## config.mk

```make
export PLATFORM = sky130hd
export DESIGN_NAME = regfile_writeback
export DESIGN_NICKNAME = d
export VERILOG_FILES = /design/src/rtl/regfile_writeback.sv
export SDC_FILE = /design/constraint.sdc
export NUM_CORES = 1
export LEC_CHECK = 0
export CAP_MARGIN = 25
export CELL_PAD_IN_SITES_DETAIL_PLACEMENT = 0
export CELL_PAD_IN_SITES_GLOBAL_PLACEMENT = 1
export CORE_MARGIN = 2
export CORE_UTILIZATION = 49
export DETAILED_ROUTE_END_ITERATION = 8
export PLACE_DENSITY_LB_ADDON = 0.08
export SLEW_MARGIN = 5
export SYNTH_ARGS = -nofsm -noshare
export SYNTH_HDL_FRONTEND = slang
export SYNTH_HIERARCHICAL = 1
export SYNTH_SLANG_ARGS = --single-unit
```

## constraint.sdc

```tcl
create_clock -name clk_in -period 3.53 [get_ports clk_in]
set_input_delay 0.706 -clock clk_in [delete_from_list [all_inputs] [get_ports clk_in]]
set_output_delay 0.706 -clock clk_in [all_outputs]
set_load 0.005 [all_outputs]
```

## src/rtl/regfile_writeback.sv

```systemverilog
// Register-file write-port front end: merges ALU and queued load results into one write per cycle.
// Latency: ALU result written 1 cycle after acceptance; load written >=1 cycle after enqueue.
// Backpressure: alu_ready drops for one forced-drain cycle; load_ready drops when the load FIFO is full.

// Small synchronous FIFO with registered occupancy; no pass-through when full.
// Latency: entry visible at the head one cycle after push.
// Backpressure: in_rdy = (count < DEPTH), low while reset is asserted.
module regfile_writeback_fifo #(
    parameter int W     = 37,
    parameter int DEPTH = 4,
    parameter int CW    = $clog2(DEPTH) + 1
) (
    input  logic          clk_in,
    input  logic          rst_n,
    input  logic          in_vld,
    output logic          in_rdy,
    input  logic [W-1:0]  in_dat,
    output logic          out_vld,
    input  logic          out_rdy,
    output logic [W-1:0]  out_dat,
    output logic [CW-1:0] count
);
    localparam int PW = $clog2(DEPTH);

    logic [W-1:0]  mem_q [DEPTH];
    logic [W-1:0]  mem_d [DEPTH];
    logic [PW-1:0] wr_ptr_q, wr_ptr_d;
    logic [PW-1:0] rd_ptr_q, rd_ptr_d;
    logic [CW-1:0] count_q, count_d;
    logic          push;
    logic          pop;

    assign in_rdy  = rst_n && (count_q < CW'(DEPTH));
    assign out_vld = (count_q != '0);
    assign out_dat = mem_q[rd_ptr_q];
    assign count   = count_q;

    // Pointer, occupancy and storage next-state; pointers wrap naturally at a power-of-2 depth.
    always_comb begin
        mem_d    = mem_q;
        push     = in_vld && in_rdy;
        pop      = out_rdy && out_vld;
        wr_ptr_d = push ? wr_ptr_q + 1'b1 : wr_ptr_q;
        rd_ptr_d = pop  ? rd_ptr_q + 1'b1 : rd_ptr_q;
        count_d  = count_q;
        if (push && !pop) begin
            count_d = count_q + 1'b1;
        end else if (pop && !push) begin
            count_d = count_q - 1'b1;
        end
        if (push) begin
            mem_d[wr_ptr_q] = in_dat;
        end
    end

    // FIFO state registers; reset discards all contents.
    always_ff @(posedge clk_in or negedge rst_n) begin
        if (!rst_n) begin
            wr_ptr_q <= '0;
            rd_ptr_q <= '0;
            count_q  <= '0;
            for (int i = 0; i < DEPTH; i++) begin
                mem_q[i] <= '0;
            end
        end else begin
            wr_ptr_q <= wr_ptr_d;
            rd_ptr_q <= rd_ptr_d;
            count_q  <= count_d;
            mem_q    <= mem_d;
        end
    end
endmodule

module regfile_writeback #(
    parameter int DEPTH        = 4,
    parameter int STARVE_LIMIT = 4
) (
    input  logic                     clk_in,
    input  logic                     rst_n,
    input  logic                     alu_valid,
    output logic                     alu_ready,
    input  logic [4:0]               alu_rd,
    input  logic [31:0]              alu_data,
    input  logic                     load_valid,
    output logic                     load_ready,
    input  logic [4:0]               load_rd,
    input  logic [31:0]              load_data,
    input  logic                     issue_valid,
    input  logic [4:0]               issue_rd,
    output logic                     write_enable,
    output logic [4:0]               write_address,
    output logic [31:0]              write_data,
    output logic [31:0]              pending_mask,
    output logic [$clog2(DEPTH):0]   fifo_count
);
    localparam int CW = $clog2(DEPTH) + 1;
    localparam int SW = $clog2(STARVE_LIMIT + 1);

    typedef struct packed {
        logic [4:0]  rd;
        logic [31:0] dat;
    } wb_t;

    typedef enum logic {ST_NORMAL, ST_FORCE} state_t;

    state_t        state_q, state_d;
    logic [SW-1:0] cnt_q, cnt_d;
    logic [SW-1:0] cnt_inc;
    logic          we_q, we_d;
    logic [4:0]    waddr_q, waddr_d;
    logic [31:0]   wdata_q, wdata_d;
    logic [31:0]   mask_q, mask_d;

    logic          alu_xfer;
    logic          deq;
    logic          win;
    wb_t           win_ent;
    wb_t           load_ent;
    wb_t           head_ent;
    logic          fifo_nonempty;
    logic [CW-1:0] count;

    assign load_ent  = '{rd: load_rd, dat: load_data};
    assign alu_ready = rst_n && (state_q == ST_NORMAL);
    assign alu_xfer  = alu_valid && alu_ready;
    assign cnt_inc   = cnt_q + 1'b1;

    regfile_writeback_fifo #(
        .W     ($bits(wb_t)),
        .DEPTH (DEPTH),
        .CW    (CW)
    ) u_load_fifo (
        .clk_in  (clk_in),
        .rst_n   (rst_n),
        .in_vld  (load_valid),
        .in_rdy  (load_ready),
        .in_dat  (load_ent),
        .out_vld (fifo_nonempty),
        .out_rdy (deq),
        .out_dat (head_ent),
        .count   (count)
    );

    // Write-slot arbitration and starvation FSM: ALU wins unless a forced load drain is due.
    always_comb begin
        state_d = state_q;
        cnt_d   = cnt_q;
        deq     = 1'b0;
        win     = 1'b0;
        win_ent = '0;
        case (state_q)
            ST_NORMAL: begin
                if (alu_xfer) begin
                    win     = 1'b1;
                    win_ent = '{rd: alu_rd, dat: alu_data};
                end else if (fifo_nonempty) begin
                    deq     = 1'b1;
                    win     = 1'b1;
                    win_ent = head_ent;
                end
                // Only ALU wins that leave a waiting load behind count toward starvation.
                if (!fifo_nonempty || deq) begin
                    cnt_d = '0;
                end else if (alu_xfer) begin
                    if (cnt_inc == SW'(STARVE_LIMIT)) begin
                        state_d = ST_FORCE;
                        cnt_d   = '0;
                    end else begin
                        cnt_d = cnt_inc;
                    end
                end
            end
            ST_FORCE: begin
                deq     = fifo_nonempty;
                win     = fifo_nonempty;
                win_ent = head_ent;
                state_d = ST_NORMAL;
                cnt_d   = '0;
            end
            default: begin
                state_d = ST_NORMAL;
                cnt_d   = '0;
            end
        endcase
    end

    // Registered write port and pending-destination scoreboard (a new issue beats a same-edge clear).
    always_comb begin
        we_d    = win && (win_ent.rd != 5'd0);
        waddr_d = win ? win_ent.rd  : waddr_q;
        wdata_d = win ? win_ent.dat : wdata_q;
        mask_d  = mask_q;
        if (we_q) begin
            mask_d[waddr_q] = 1'b0;
        end
        if (issue_valid && (issue_rd != 5'd0)) begin
            mask_d[issue_rd] = 1'b1;
        end
    end

    // State registers; reset also drops any in-flight write.
    always_ff @(posedge clk_in or negedge rst_n) begin
        if (!rst_n) begin
            state_q <= ST_NORMAL;
            cnt_q   <= '0;
            we_q    <= 1'b0;
            waddr_q <= '0;
            wdata_q <= '0;
            mask_q  <= '0;
        end else begin
            state_q <= state_d;
            cnt_q   <= cnt_d;
            we_q    <= we_d;
            waddr_q <= waddr_d;
            wdata_q <= wdata_d;
            mask_q  <= mask_d;
        end
    end

    assign write_enable  = we_q;
    assign write_address = waddr_q;
    assign write_data    = wdata_q;
    assign pending_mask  = mask_q;
    assign fifo_count    = count;
endmodule

```

* Yosys cells after proc, flatten, opt, wreduce, memory -nomap -nowiden
Index checks and enable logic that the tools add are counted.
W data, S select, Z words.
** Word-level totals
- Logic and storage cells :: 85
- Output and inout bits :: 75
- Register bits after elaboration :: 229
- Bits of input ports :: 84
** Cells by class
- Bitwise logic cells :: 6
- Add/sub/neg operators :: 5
- Reduce and logical (&&, ||, !) cells :: 20
- Eq/ne operators :: 2
- Multiplexer cells :: 31
- $lt $le $gt $ge :: 8
** Operator list (count)
- $mux W37 :: 5
- $bwmux W148 :: 1
- $bmux W37 S2 :: 1
- $demux W37 S2 :: 1
- $pmux W37 S2 :: 1
- $mux W32 :: 2
- $and A32 B32 Y32 :: 1
- $not A32 Y32 :: 1
- $or A32 B32 Y32 :: 1
- $mux W3 :: 5
- $logic_and A1 B1 Y1 :: 12
- $lt A5 B6 Y1 const B :: 2
- $demux W1 S5 :: 2
- $ge A5 B1 Y1 const B :: 2
- $reduce_bool A5 Y1 :: 2
- $mux W1 :: 9
- $add A3 B1 Y3 const B :: 2
- $ge A3 B3 Y1 const B :: 2
- $not A2 Y3 :: 2
- $pmux W1 S2 :: 3
- $pmux W3 S2 :: 1
- $add A2 B1 Y2 const B :: 2
- $eq A3 B3 Y1 const B :: 1
- $logic_not A1 Y1 :: 3
- other kinds (8) :: 8

* Logic depth before layout (Yosys ltp)
- Word-level depth :: 10
- Gate-level depth with buffers :: 11
- Depth with buffers taken out :: 9

* Modules after synthesis
The synthesis kept the hierarchy.
** Modules (own cells, without submodules)
- regfile_writeback_fifo :: times used 1, sequential area each 3878.7 um^2, area an instance 7264.5 um^2, cells an instance 389
- regfile_writeback :: times used 1, sequential area each 1851.8 um^2, area an instance 3251.9 um^2, cells an instance 306

* Worst setup path after synthesis
No wires, ideal clock.
- Path kind :: reg-to-reg
- From :: register u_load_fifo.count_q[2], in the netlist u_load_fifo/count[2]
- To :: register u_load_fifo.count_q[2], in the netlist u_load_fifo/count[2]
- Setup time :: 0.079 ns
- Arrival :: 2.339 ns
- Cell stages (with the launch flop) :: 12
- Data required time :: 3.451 ns
- Buffers on the path :: 2
- Path slack :: 1.112 ns
- Cells stage by stage :: dfrtp_1 or3_1 buf_2 buf_2 nor2b_1 nand2_1 ha_1 inv_1 fa_1 xor2_1 nor2_1 xor2_1
** On the way
- Longest elaborated chain between the ends :: 9
- Elaborated cells on any way between the ends :: 18
- Those cells by class :: 2 x add/sub; 1 x order compare; 6 x mux; 9 x reduce/logical
** Ends and longest elaborated chain
- start, declared :: line 29 : logic [CW-1:0] count_q, count_d;
- start signal, assigned :: line 68 : count_q <= count_d;
- $reduce_bool A3 Y1 (*) :: line 34 : assign out_vld = (count_q != '0);
- via fifo_nonempty :: line 120 : logic fifo_nonempty;
- $mux W1 :: line 156 : end else if (fifo_nonempty) begin
- $mux W1 :: line 153 : if (alu_xfer) begin
- $mux W1 :: line 151 : case (state_q)
- $pmux W1 S2 (*) :: line 151
- via deq :: line 115 : logic deq;
- $logic_and A1 B1 Y1 (*) :: line 42 : pop = out_rdy && out_vld;
- $logic_not A1 Y1 :: line 46 : if (push && !pop) begin
- $logic_and A1 B1 Y1 :: line 46
- $mux W3 or $reduce_bool A2 Y1 (tied branches)
Mark *: on every way through the listed nets, which the timed path passes. The rest lies on a longest branch. The select of a mux whose other input is x is not followed.
A chain may end at the register's enable or synchronous reset.

* Final worst setup path
- From :: register u_load_fifo.count_q[0], in the netlist u_load_fifo/count[0]
- To :: register u_load_fifo.count_q[2], in the netlist u_load_fifo/count[2]
Same word-level chain as after synthesis.

==> results.txt <==
The flow ran to the end, and the final reports show no timing, DRC or antenna violations. The clock tree skew after final layout came out at 0.00880 ns. The number of diodes is 0. Post-CTS timing repair inserted 0 buffers for setup.

During placement, the flow inserted port buffers numbering 158. The share of post-route cells with drive strength above 1 is 28.2%. The average footprint of a synthesized cell is 15.1 sq um. Setup slack on the worst reg-to-reg path comes out at 0.88 ns. The count of unresolved DRC violations after routing is 0. For this run, the total global-route usage over all layers was measured as 21.6%. The number of different library cells used by synthesis comes to 34. Setup repair after global routing left no endpoint under its margin. The y dimension of the die is 151 microns. The share of power burned in the clock network came out at 21.5%.

The fraction of post-synthesis cell area in the top cell type by area is 54.5%. The first global-routing pass estimated 38.2 mm of wire. The power density over cell area is 911 nW/um^2. The routed layout has 6,392 vias. Subtracting the final worst setup slack from the clock period gives 2.65 ns. The flip-flop cell with the highest count after synthesis is sky130_fd_sc_hd__dfrtp_1. The root buffer cell chosen for the clock tree is sky130_fd_sc_hd__clkbuf_16. The combinational share of power is 38.2%. The minimum hold slack came out at 0.0603 ns. The total die area is 22,700 sq um.

The critical path in this run is classified as reg -> reg. From synthesis to final layout, the design area changed by 23.4%. The detail-routed via count per cell came out at 5.59. The maximum clock frequency came out at 0.377 GHz. The sequential cell area fraction in the yosys report is 54.5%. The placer's final routability congestion estimate came out at 0.783. Data on the critical path is required at its endpoint by 3.96 ns. Summed over all layers, the global routing overflow is 0.

The final-report max-slew violation count came out at 0. The post-detailed-routing wire length is 24.0 mm. After detailed routing, no signal wire sits above met4. The netlist area before placement is 10,500 sq um. The number of cell instances on the worst register-to-register path is 9. The sum of internal, switching and leakage power is 11.8 mW. The worst reg2reg path endpoint is u_load_fifo/count[2]. The worst setup path is captured at a flop.

After detailed routing, the wire length on met1 is 10.2 mm. The CTS tree is done. The total length of routed met3 wires came out at 1.11 mm. The floorplan has 53 rows. The total count of hold-check failures in the final report came to 0.

The largest total area in the synthesized netlist belongs to sky130_fd_sc_hd__dfrtp_1. The total net switching power came out at 3.48 mW. The worst-case IR drop observed on VDD is 0.000457 V. In this run the static leakage power is 5.92 nW. The number of detailed-routing iterations run before antenna repair is 4. Adding up every negative setup slack in the final design gives 0 ns. The startpoint identified for the worst register-to-register timing path is u_load_fifo/count[0]. The synthesized instance count is 695. Of the available clock period, the critical path in the final layout requires 75.2%. In this run the number of H-tree levels came out at 1. The count of flip-flops with a built-in enable after synthesis came out at 0.

Once detail routing completed, the nets flagged for antenna violations numbered 0. By area the synthesized netlist is led by sky130_fd_sc_hd__dfrtp_1, sky130_fd_sc_hd__mux2_4, sky130_fd_sc_hd__mux4_2. The number of design-rule violations left by the first detailed-router iteration came out at 252. The via count of the first global-routing pass came out at 7,010. The clock latency of the later-clocked register in the worst-skew pair came out at 0.51 ns. Along the worst path, the maximum fanout reaches 14. Once the clock tree was built, the resizer swapped 0 gates to a different size. The worst slew slack as a fraction of its limit came out at 50.4%. Leaving out fill and tap cells, the most frequent cell in the layout is sky130_fd_sc_hd__dfrtp_1.

The core footprint is 21,000 sq um. The async set or reset register ratio after synthesis came out at 100%. When the netlist entered floorplanning its net count stood at 787. The worst hold path belongs to the class in -> async. Once the floorplan was initialized, standard cells occupied 50.0% of the core.

After detailed routing, the average wire length per cell comes to 21.0 microns. The count of pins on the block boundary came out at 159. The number of endpoints failing setup at the final stage is 0. The cts-stage hold buffer count came out at 0.

The number of violations of the max-capacitance limit came out at 0. Data arrives at the worst endpoint at 3.08 ns. The number of warnings printed during yosys synthesis came out at 6. The clock slew seen by the registers of the worst setup and hold paths came out at 0.06 ns. The number of synthesized register bits came out at 229. The part of the power in registers is 40.3%. The post-detailed-placement half-perimeter wirelength came out at 15.4 mm. The internal power summed over all cells is 8.34 mW. The slew at the pin closest to its max-slew limit came out at 0.744 ns. The number of buffers added by the clock tree synthesis step is 25. The pin count of the biggest net entering global routing is 132. In this run the horizontal extent of the chip is 151 microns.

The library cells used most frequently in the layout, excluding fill and tap cells, are sky130_fd_sc_hd__dfrtp_1, sky130_fd_sc_hd__clkdlybuf4s50_1, sky130_fd_sc_hd__mux2_4. The total number of clock tree sinks came out at 229. The number of antenna violations at the first check in global routing came out at 0.

STA classifies the critical path startpoint as a flop. The net count of the finished layout is 945. The net switching share of the total power came out at 29.4%.

In the detailed route, the total length drawn on met2 is 12.3 mm. The clock passes through at most 3 buffers.
==> power by group through the flow <==
stage	registers, mW	clock network (mW)	logic (mW)
after floorplan	4.48	0	3.11
after global placement	4.68	0	4.42
after detailed placement	4.79	0	4.55
after CTS	4.76	2.61	4.58
after global routing	4.91	2.71	4.90
final	4.76	2.54	4.51
==> worst max-delay path by stage <==
stage	start	to	slack, ns	depth (start not counted)
final	u_load_fifo/count[0]	u_load_fifo/count[2]	0.88	9
after global routing	u_load_fifo/count[2]	u_load_fifo/count[2]	0.75	9
after CTS	u_load_fifo/count[0]	u_load_fifo/count[2]	0.86	9
after detailed placement	alu_valid	u_load_fifo/count[1]	0.71	8
after global placement	alu_valid	u_load_fifo/count[1]	0.75	8
after floorplan	u_load_fifo/count[2]	u_load_fifo/count[2]	1.11	11
==> Yosys cell counts (5+ instances only) <==
cell / number
sky130_fd_sc_hd__o21ai_0: 69
sky130_fd_sc_hd__buf_12: 9
sky130_fd_sc_hd__nand3_1: 5
sky130_fd_sc_hd__dfrtp_1: 229
sky130_fd_sc_hd__ha_1: 7
sky130_fd_sc_hd__buf_4: 6
sky130_fd_sc_hd__mux4_2: 37
sky130_fd_sc_hd__mux2_4: 90
sky130_fd_sc_hd__buf_6: 5
sky130_fd_sc_hd__o21ai_1: 34
sky130_fd_sc_hd__buf_2: 12
sky130_fd_sc_hd__mux2_2: 59
sky130_fd_sc_hd__mux2i_1: 37
sky130_fd_sc_hd__nand3b_1: 10
sky130_fd_sc_hd__nand2_1: 43
==> layout make-up <==
class	count	area (sq um)
fillers	1608	8050
clock buffers	35	703
flip-flops and latches	229	5730
inverters	3	11.3
clock inverters	8	96.3
multi-input cells	427	4420
repair buffers	167	1670
well taps	275	344
==> cell families (layout without fill, tap and decap cells) <==
| family | Yosys count | in the layout | synth area share (%) |
|---|---|---|---|
| DFF | 229 | 229 | 54.5 |
| and+or+nand+nor | 85 | 85 | 4.82 |
| buffers and inverters | 39 | 213 | 3.50 |
| xor gates and xnor gates | 7 | 7 | 0.583 |
| adders and majority gates | 8 | 8 | 1.02 |
| AOI/OAI and AO/OA | 104 | 104 | 4.97 |
| muxes | 223 | 223 | 30.6 |
==> sequential cells by signal, summed over array words and instances, names as in the netlist, 2 cells and up <==
name                  flops
u_load_fifo/wr_ptr_q      2
pending_mask             32
write_data               32
u_load_fifo/count         3
u_load_fifo/rd_ptr_q      2
write_address             5
u_load_fifo/mem_q       148
cnt_q                     3
==> per-stage QoR <==
step / cells / util, % / setup WS [ns] / instance area, sq um
6_report: 1144 / 61.7 / 0.876 / 13000
3_5_place_dp: 1101 / 57.9 / 0.708 / 12200
5_1_grt: 1144 / 61.7 / 0.749 / 13000
2_1_floorplan: 695 / - / 1.11 / 10500
3_3_place_gp: 1101 / 57.9 / 0.748 / 12200
4_1_cts: 1144 / 61.7 / 0.860 / 13000
==> layer usage <==
metal | GRT usage [%] | up-vias
met5 | 0 | -
met4 | 4.15 | 0
met3 | 3.73 | 29
met2 | 38.3 | 145
met1 | 28.1 | 3368
li1 | - | 2850
==> worst max-delay path, cell delays in order (launching register included) <==
cell                      delay [ns]
sky130_fd_sc_hd__dfrtp_1        0.44
sky130_fd_sc_hd__or3_2          0.70
sky130_fd_sc_hd__nor2b_1        0.25
sky130_fd_sc_hd__nand2_1        0.10
sky130_fd_sc_hd__ha_1           0.19
sky130_fd_sc_hd__inv_1          0.07
sky130_fd_sc_hd__fa_1           0.39
sky130_fd_sc_hd__xor2_1         0.16
sky130_fd_sc_hd__nor2_1         0.11
sky130_fd_sc_hd__xor2_1         0.16
No activity file was read; power rests on OpenSTA's default activity.
